--- src/rtl/ds3502_pkg.sv ---
// Shared constants and state encoding for the DS3502 I2C responder model.
package ds3502_pkg;

  localparam logic [4:0] DEV_ADDR_HI = 5'b01010;
  localparam logic [6:0] WR_RESET    = 7'h40;
  localparam logic [7:0] REG_WR      = 8'h00;
  localparam logic [7:0] REG_CR      = 8'h02;

  typedef enum logic [3:0] {
    ST_IDLE,
    ST_DEV_ADDR,
    ST_DEV_ACK,
    ST_REG_ADDR,
    ST_REG_ACK,
    ST_WR_DATA,
    ST_WR_ACK,
    ST_RD_DATA,
    ST_RD_ACK
  } state_t;

endpackage

--- src/rtl/ds3502_responder_i2c_line_sync.sv ---
// SCL/SDA synchroniser with one history stage; derives SCL edges and START/STOP.
module i2c_line_sync #(
  parameter int SYNC_STAGES = 2
) (
  input  logic clk,
  input  logic scl_i,
  input  logic sda_i,
  output logic scl_rise,
  output logic scl_fall,
  output logic start_det,
  output logic stop_det,
  output logic sda_s
);

  logic [SYNC_STAGES-1:0] scl_sync;
  logic [SYNC_STAGES-1:0] sda_sync;
  logic                   scl_s;
  logic                   scl_p1;
  logic                   sda_p1;

  // Pin levels carry no reset: a forced history value could fake a bus event.
  always_ff @(posedge clk) begin
    scl_sync <= {scl_sync[SYNC_STAGES-2:0], scl_i};
    sda_sync <= {sda_sync[SYNC_STAGES-2:0], sda_i};
    scl_p1   <= scl_s;
    sda_p1   <= sda_s;
  end

  assign scl_s     = scl_sync[SYNC_STAGES-1];
  assign sda_s     = sda_sync[SYNC_STAGES-1];
  assign scl_rise  = scl_s & ~scl_p1;
  assign scl_fall  = ~scl_s & scl_p1;
  assign start_det = scl_s & scl_p1 & sda_p1 & ~sda_s;
  assign stop_det  = scl_s & scl_p1 & ~sda_p1 & sda_s;

endmodule

--- src/rtl/ds3502_responder.sv ---
// DS3502 digital potentiometer I2C target: WR/CR registers, pointer-addressed writes and reads.
module ds3502_responder #(
  parameter logic [4:0] DEV_ADDR_HI = ds3502_pkg::DEV_ADDR_HI,
  parameter logic [6:0] WR_RESET    = ds3502_pkg::WR_RESET,
  parameter int         SYNC_STAGES = 2
) (
  input  logic       clk,
  input  logic       rst,
  input  logic       a1,
  input  logic       a0,
  input  logic       scl_i,
  input  logic       sda_i,
  output logic       sda_oe,
  output logic [6:0] wiper,
  output logic [7:0] cr,
  output logic       wr_strobe,
  output logic       busy
);
  import ds3502_pkg::*;

  logic       scl_rise;
  logic       scl_fall;
  logic       start_det;
  logic       stop_det;
  logic       sda_s;
  state_t     state;
  logic [3:0] bit_cnt;
  logic [7:0] shreg;
  logic [7:0] pointer;
  logic       rw;
  logic [7:0] rd_val;
  logic       rx_state;

  function automatic logic [7:0] reg_read(input logic [7:0] ptr, input logic [6:0] wr_v,
                                          input logic [7:0] cr_v);
    if (ptr == REG_WR) return {1'b0, wr_v};
    if (ptr == REG_CR) return cr_v;
    return 8'h00;
  endfunction

  i2c_line_sync #(.SYNC_STAGES(SYNC_STAGES)) u_line_sync (
    .clk       (clk),
    .scl_i     (scl_i),
    .sda_i     (sda_i),
    .scl_rise  (scl_rise),
    .scl_fall  (scl_fall),
    .start_det (start_det),
    .stop_det  (stop_det),
    .sda_s     (sda_s)
  );

  assign rd_val   = reg_read(pointer, wiper, cr);
  assign rx_state = (state == ST_DEV_ADDR) || (state == ST_REG_ADDR) || (state == ST_WR_DATA);

  always_ff @(posedge clk) begin
    if (rst) begin
      state     <= ST_IDLE;
      sda_oe    <= 1'b0;
      wiper     <= WR_RESET;
      cr        <= 8'h00;
      wr_strobe <= 1'b0;
      busy      <= 1'b0;
      pointer   <= 8'h00;
      bit_cnt   <= 4'd0;
      rw        <= 1'b0;
    end else begin
      wr_strobe <= 1'b0;
      if (start_det) begin
        state   <= ST_DEV_ADDR;
        bit_cnt <= 4'd0;
        sda_oe  <= 1'b0;
      end else if (stop_det) begin
        state  <= ST_IDLE;
        sda_oe <= 1'b0;
        busy   <= 1'b0;
      end else begin
        if (scl_rise && rx_state) begin
          shreg   <= {shreg[6:0], sda_s};
          bit_cnt <= bit_cnt + 4'd1;
        end
        case (state)
          ST_DEV_ADDR: if (scl_fall && bit_cnt == 4'd8) begin
            if (shreg[7:1] == {DEV_ADDR_HI, a1, a0}) begin
              sda_oe <= 1'b1;
              busy   <= 1'b1;
              rw     <= shreg[0];
              state  <= ST_DEV_ACK;
            end else begin
              busy  <= 1'b0;
              state <= ST_IDLE;
            end
          end
          // The edge that ends the address ACK also presents the first read bit.
          ST_DEV_ACK: if (scl_fall) begin
            if (rw) begin
              sda_oe  <= ~rd_val[7];
              shreg   <= {rd_val[6:0], 1'b0};
              bit_cnt <= 4'd1;
              state   <= ST_RD_DATA;
            end else begin
              sda_oe  <= 1'b0;
              bit_cnt <= 4'd0;
              state   <= ST_REG_ADDR;
            end
          end
          ST_REG_ADDR: if (scl_fall && bit_cnt == 4'd8) begin
            pointer <= shreg;
            sda_oe  <= 1'b1;
            state   <= ST_REG_ACK;
          end
          ST_REG_ACK, ST_WR_ACK: if (scl_fall) begin
            sda_oe  <= 1'b0;
            bit_cnt <= 4'd0;
            state   <= ST_WR_DATA;
          end
          ST_WR_DATA: if (scl_fall && bit_cnt == 4'd8) begin
            sda_oe <= 1'b1;
            state  <= ST_WR_ACK;
            if (pointer == REG_WR) begin
              wiper     <= shreg[6:0];
              wr_strobe <= 1'b1;
            end else if (pointer == REG_CR) begin
              cr        <= shreg;
              wr_strobe <= 1'b1;
            end
          end
          ST_RD_DATA: if (scl_fall) begin
            if (bit_cnt == 4'd8) begin
              sda_oe  <= 1'b0;
              bit_cnt <= 4'd0;
              state   <= ST_RD_ACK;
            end else begin
              sda_oe  <= ~shreg[7];
              shreg   <= {shreg[6:0], 1'b0};
              bit_cnt <= bit_cnt + 4'd1;
            end
          end
          ST_RD_ACK: if (scl_rise) begin
            if (sda_s) begin
              busy  <= 1'b0;
              state <= ST_IDLE;
            end else begin
              shreg   <= rd_val;
              bit_cnt <= 4'd0;
              state   <= ST_RD_DATA;
            end
          end
          default: ;
        endcase
      end
    end
  end

endmodule

--- config.mk ---
export PLATFORM = sky130hd
export DESIGN_NAME = ds3502_responder
export DESIGN_NICKNAME = d
export VERILOG_FILES = /design/src/rtl/ds3502_pkg.sv /design/src/rtl/ds3502_responder_i2c_line_sync.sv /design/src/rtl/ds3502_responder.sv
export SDC_FILE = /design/constraint.sdc
export NUM_CORES = 1
export LEC_CHECK = 0
export BUFFER_PORTS_ARGS = -buffer_cell sky130_fd_sc_hd__buf_2
export CAP_MARGIN = 20
export CELL_PAD_IN_SITES_DETAIL_PLACEMENT = 0
export CELL_PAD_IN_SITES_GLOBAL_PLACEMENT = 1
export CORE_MARGIN = 5
export CORE_UTILIZATION = 42
export DETAILED_ROUTE_END_ITERATION = 10
export MAX_ROUTING_LAYER = met4
export PLACE_DENSITY = 0.83
export SYNTH_ARGS = -nofsm -noshare
export SYNTH_HDL_FRONTEND = slang
export SYNTH_SLANG_ARGS = --single-unit
--- constraint.sdc ---
create_clock -name clk -period 2 [get_ports clk]
set_clock_uncertainty 0.15 [all_clocks]
set_input_delay 0 -clock clk [delete_from_list [all_inputs] [get_ports clk]]
set_output_delay 0 -clock clk [all_outputs]
set_load 0.03 [all_outputs]
==> metrics.md <==
| Metric | Value |
|---|---|
| Htree depth | 2 |
| Clk buf depth | 2 |
| Port buffer count | 23 |
| Post-synthesis instance area | 2730 µm² |
| Syn_nets | 282 |
| Largest net degree at the start of global routing | 29 |
| DR WL met2 | about 3200 µm |
| FILL cells | about 570 |
| Core footprint | between 6000 and 7000 µm² |
| Hold path endpoint | u_line_sync.sda_sync[0] |
| FMAX | just under 500 MHz |
| Root Buffer Master | clkbuf_8 |
| Final wirelength | between 6000 and 7000 µm |
| Power per cell area | 594 nW/µm² |
| Final setup fails | 3 |
| CP Cell Sequence | inv_2 -> ha_4 -> and3b_2 -> a211oi_4 -> a2111oi_4 -> buf_4 -> a211o_1 -> a21oi_2 |
| CP Launch Type | flip-flop |
| Vias | ~2300 |
| Slew HR | 0.700 |
| Most common cell after layout, fill and taps aside | buf_4 |
| Total gr overflow | 0 |
| NumNets Final | 340 |
| Initial DRC count | ~170 |
| Layout cells sized above 1 | 0.348 |
| Crit path time final | a little over 2 ns |
| Crit. Startpoint | bit_cnt[1] |
| Worst Tran Pin Value | between 0.4 and 0.5 ns |
| Flops & latches, synth | a little under 50 |
| Critical path's slowest cell | a2111oi_4 |
| Vias in the first global route | about 2300 |
| Synth async-reset ratio | 0 |
| Final cell count without fillers | 410 |
| Reg-to-reg startpoint | bit_cnt[1] |
| Post-synthesis adder-cell area fraction | 0.00917 |
| Ant. Diodes | 0 |
| Reg2Reg Depth | 8 |
| Worst Path Required | between 2 and 2.5 ns |
| Worst hold slack | about 0.18 ns |
| Hold Path Class | in -> reg |
| 1st-pass router iterations | 4 |
| Slowest Stage Delay on Critical Path | 0.44 ns |
| Placer Congestion | 0.902 |
| GRT Resource Usage Total | 0.173 |
| DR vias/cell | 5.57 |
| CP endpoint kind | flip-flop |
| Die Wd | roughly 90 µm |
| Outcome | finished with violations |
| Violated checks | negative setup slack |
| Final Max Tran Viols | 0 |
| Initial Utilization | 0.430 |
| Average wire per standard cell | 16.7 µm |
| Mean Syn Cell Area | around 10 µm² |
| Placed Cells | between 300 and 400 |
| Worst-skew pair later-pin latency | 0.31 ns |
| Die Footprint | slightly above 8000 µm² |
| Largest family of logic cells by synthesized area | simple AND/OR/NAND/NOR gates |
| Commonest non-fill, non-tap cells in the layout | buf_4, dfxtp_1, mux2i_1 |
| Cell count after synthesis | ~270 |
| Main synth FF type | dfxtp_1 |
| WL met3 | roughly 320 µm |
| Post-synthesis simple-gate area fraction | 0.228 |
| Post-route ant nets | 0 |
| Post-Route M1 WL | 3230 µm |
| Critical path fanouts, max | 6 |
| Worst setup margin | -0.0111 ns |
| Antenna violations before repair | 0 |
| Reg2reg end | state[0] |
| P_leak | approximately 1.4 nW |
| Post-synth EDFFs | 8 |
| Core Rows | 29 |
| Hold path cells | 2 |
| Critical Setup Path Class | reg -> reg |
| Global-route wire length before repair | 11300 µm |
| Die H | between 90 and 100 µm |
| Max capacitance violation total | 0 |
| Yosys Warn Count | 0 |
| Area growth, synth to finish | 23.3% |
| CTS tree | done |
| Total CTS buffers | 5 |
| Clock sink count | slightly below 50 |
| Fin crit share | 1.01 |
| RSZ-0062 raised after global routing | yes |
| HPWL Detailed | between 5000 and 6000 µm |
| Residual DRC | 0 |
| Count of cell types in the netlist | 71 |
| Sequential fraction of the synthesis area | 0.389 |
| WP data arrival | between 2 and 2.5 ns |
| Post-Synth XOR/XNOR Area | 0.00963 |
| Worst IR drop on VDD | 489 µV |
| Clk slew on worst S/H paths | 0.10 ns |
| Hold_sp | sda_i |
| Max Used Layer | met4 |
| Synth Area in Compound Gates | 0.177 |
| Hold Vio Cnt, Final | 0 |
| I/O pins | 24 |
| Multiplexer share of the synthesized area | 0.142 |
| R2r setup slk | -0.01 ns |
[stage by stage]
| stage | setup TNS (ns) | setup WS [ns] | instance area [µm²] | total power, mW | util |
|---|---|---|---|---|---|
| 2_1_floorplan | 0 | 0.0314 | 2730 | 1.22 | - |
| 3_3_place_gp | -0.150 | -0.0401 | 3110 | 1.29 | 0.489 |
| 3_5_place_dp | -0.285 | -0.0646 | 3110 | 1.29 | 0.489 |
| 4_1_cts | 0 | 0.00525 | 3260 | 2.00 | 0.513 |
| 5_1_grt | -0.923 | -0.0850 | 3360 | 2.08 | 0.530 |
| 6_report | -0.0246 | -0.0111 | 3360 | 2.00 | 0.530 |
[synth_stat cells (2+ instances only)]
cell type | n | area share
dfxtp_1 | 41 | 0.30
mux2i_1 | 33 | 0.12
nor2_1 | 32 | 0.044
a21oi_1 | 14 | 0.026
nand2_1 | 13 | 0.018
clkbuf_1 | 9 | 0.012
edfxtp_1 | 8 | 0.088
nand2b_1 | 8 | 0.018
nand3_1 | 6 | 0.011
mux2_2 | 5 | 0.021
nor3_1 | 5 | 0.0092
buf_6 | 4 | 0.017
inv_1 | 4 | 0.0055
o21ai_0 | 4 | 0.0073
o21ai_1 | 4 | 0.0073
o221ai_1 | 4 | 0.013
a211oi_1 | 3 | 0.0083
a22oi_1 | 3 | 0.0083
a311oi_1 | 3 | 0.0096
and2_1 | 3 | 0.0069
nand4_1 | 3 | 0.0069
nor2b_1 | 3 | 0.0069
a211o_1 | 2 | 0.0064
a21boi_1 | 2 | 0.0055
a2bb2oi_1 | 2 | 0.0064
a32oi_1 | 2 | 0.0064
and3_1 | 2 | 0.0046
buf_2 | 2 | 0.0037
ha_1 | 2 | 0.0092
nand3b_1 | 2 | 0.0055
nor4_2 | 2 | 0.0092
nor4_4 | 2 | 0.016
o211ai_1 | 2 | 0.0055
or2_2 | 2 | 0.0046
xor2_1 | 2 | 0.0064
[worst max-delay path: cells and delay by family, from the launching register on]
| family | cells | cell delay (ns) |
|---|---|---|
| buffers and inverters | 2 | 0.26 |
| adder cells (fa/ha/maj) | 1 | 0.13 |
| AO/OA/AOI/OAI | 4 | 0.72 |
| flip-flops | 1 | 0.35 |
| AND/OR/NAND/NOR | 1 | 0.29 |
[cell families after synthesis]
logic type / after synthesis
adders and majority gates: 2
muxes: 38
buffers and inverters: 21
DFF: 49
xor gates and xnor gates: 3
and+or+nand+nor: 99
AOI/OAI and AO/OA: 62
[routing by layer]
| layer | vias to the layer above | track usage |
|---|---|---|
| met1 | 1096 | 0.241 |
| met2 | 50 | 0.260 |
| met3 | 6 | 0.0283 |
| li1 | 1131 | - |
| met4 | 0 | 0.0471 |
| met5 | - | - |
[timing repair]
action	CTS	global route
hold endpoints to repair	7	0
hold buffers	3	0
pin swaps	0	12
setup buffers	0	7
setup endpoints to repair	7	29
gates cloned	0	0
resized for setup	1	15
[cell type report]
type / count / area, µm² / share of cell area
clock inverter: 2 / 18.8 / 0.00558
clock buffer: 6 / 93.8 / 0.0279
sequential: 49 / 1070 / 0.317
multi-input combinational: 204 / 1600 / 0.476
inverter: 4 / 15.0 / 0.00446
tap: 77 / 96.3 / 0.0286
timing repair buffer: 68 / 473 / 0.141
[sequential cells by signal (all words and copies together) (netlist names), 2 cells and up]
signal / flops
u_line_sync.scl_sync: 2
u_line_sync.sda_sync: 2
wiper: 7
bit_cnt: 4
state: 4
cr: 8
pointer: 8
shreg: 8
[power breakdown]
| part | leakage (nW) | internal [mW] | switching [mW] | total, mW |
|---|---|---|---|---|
| logic | 0.907 | 0.108 | 0.137 | 0.244 |
| clock network | 0.0545 | 0.331 | 0.371 | 0.703 |
| registers | 0.412 | 1.03 | 0.0243 | 1.05 |
[worst max-delay path by stage]
stage               endpoint  cells past startpoint
floorplan           wiper[6]                      7
CTS                 state[2]                      7
global route        state[3]                      6
global placement    shreg[3]                      5
detailed placement  shreg[7]                      7
finish              state[0]                      8
(Power assumes the default switching activity.)
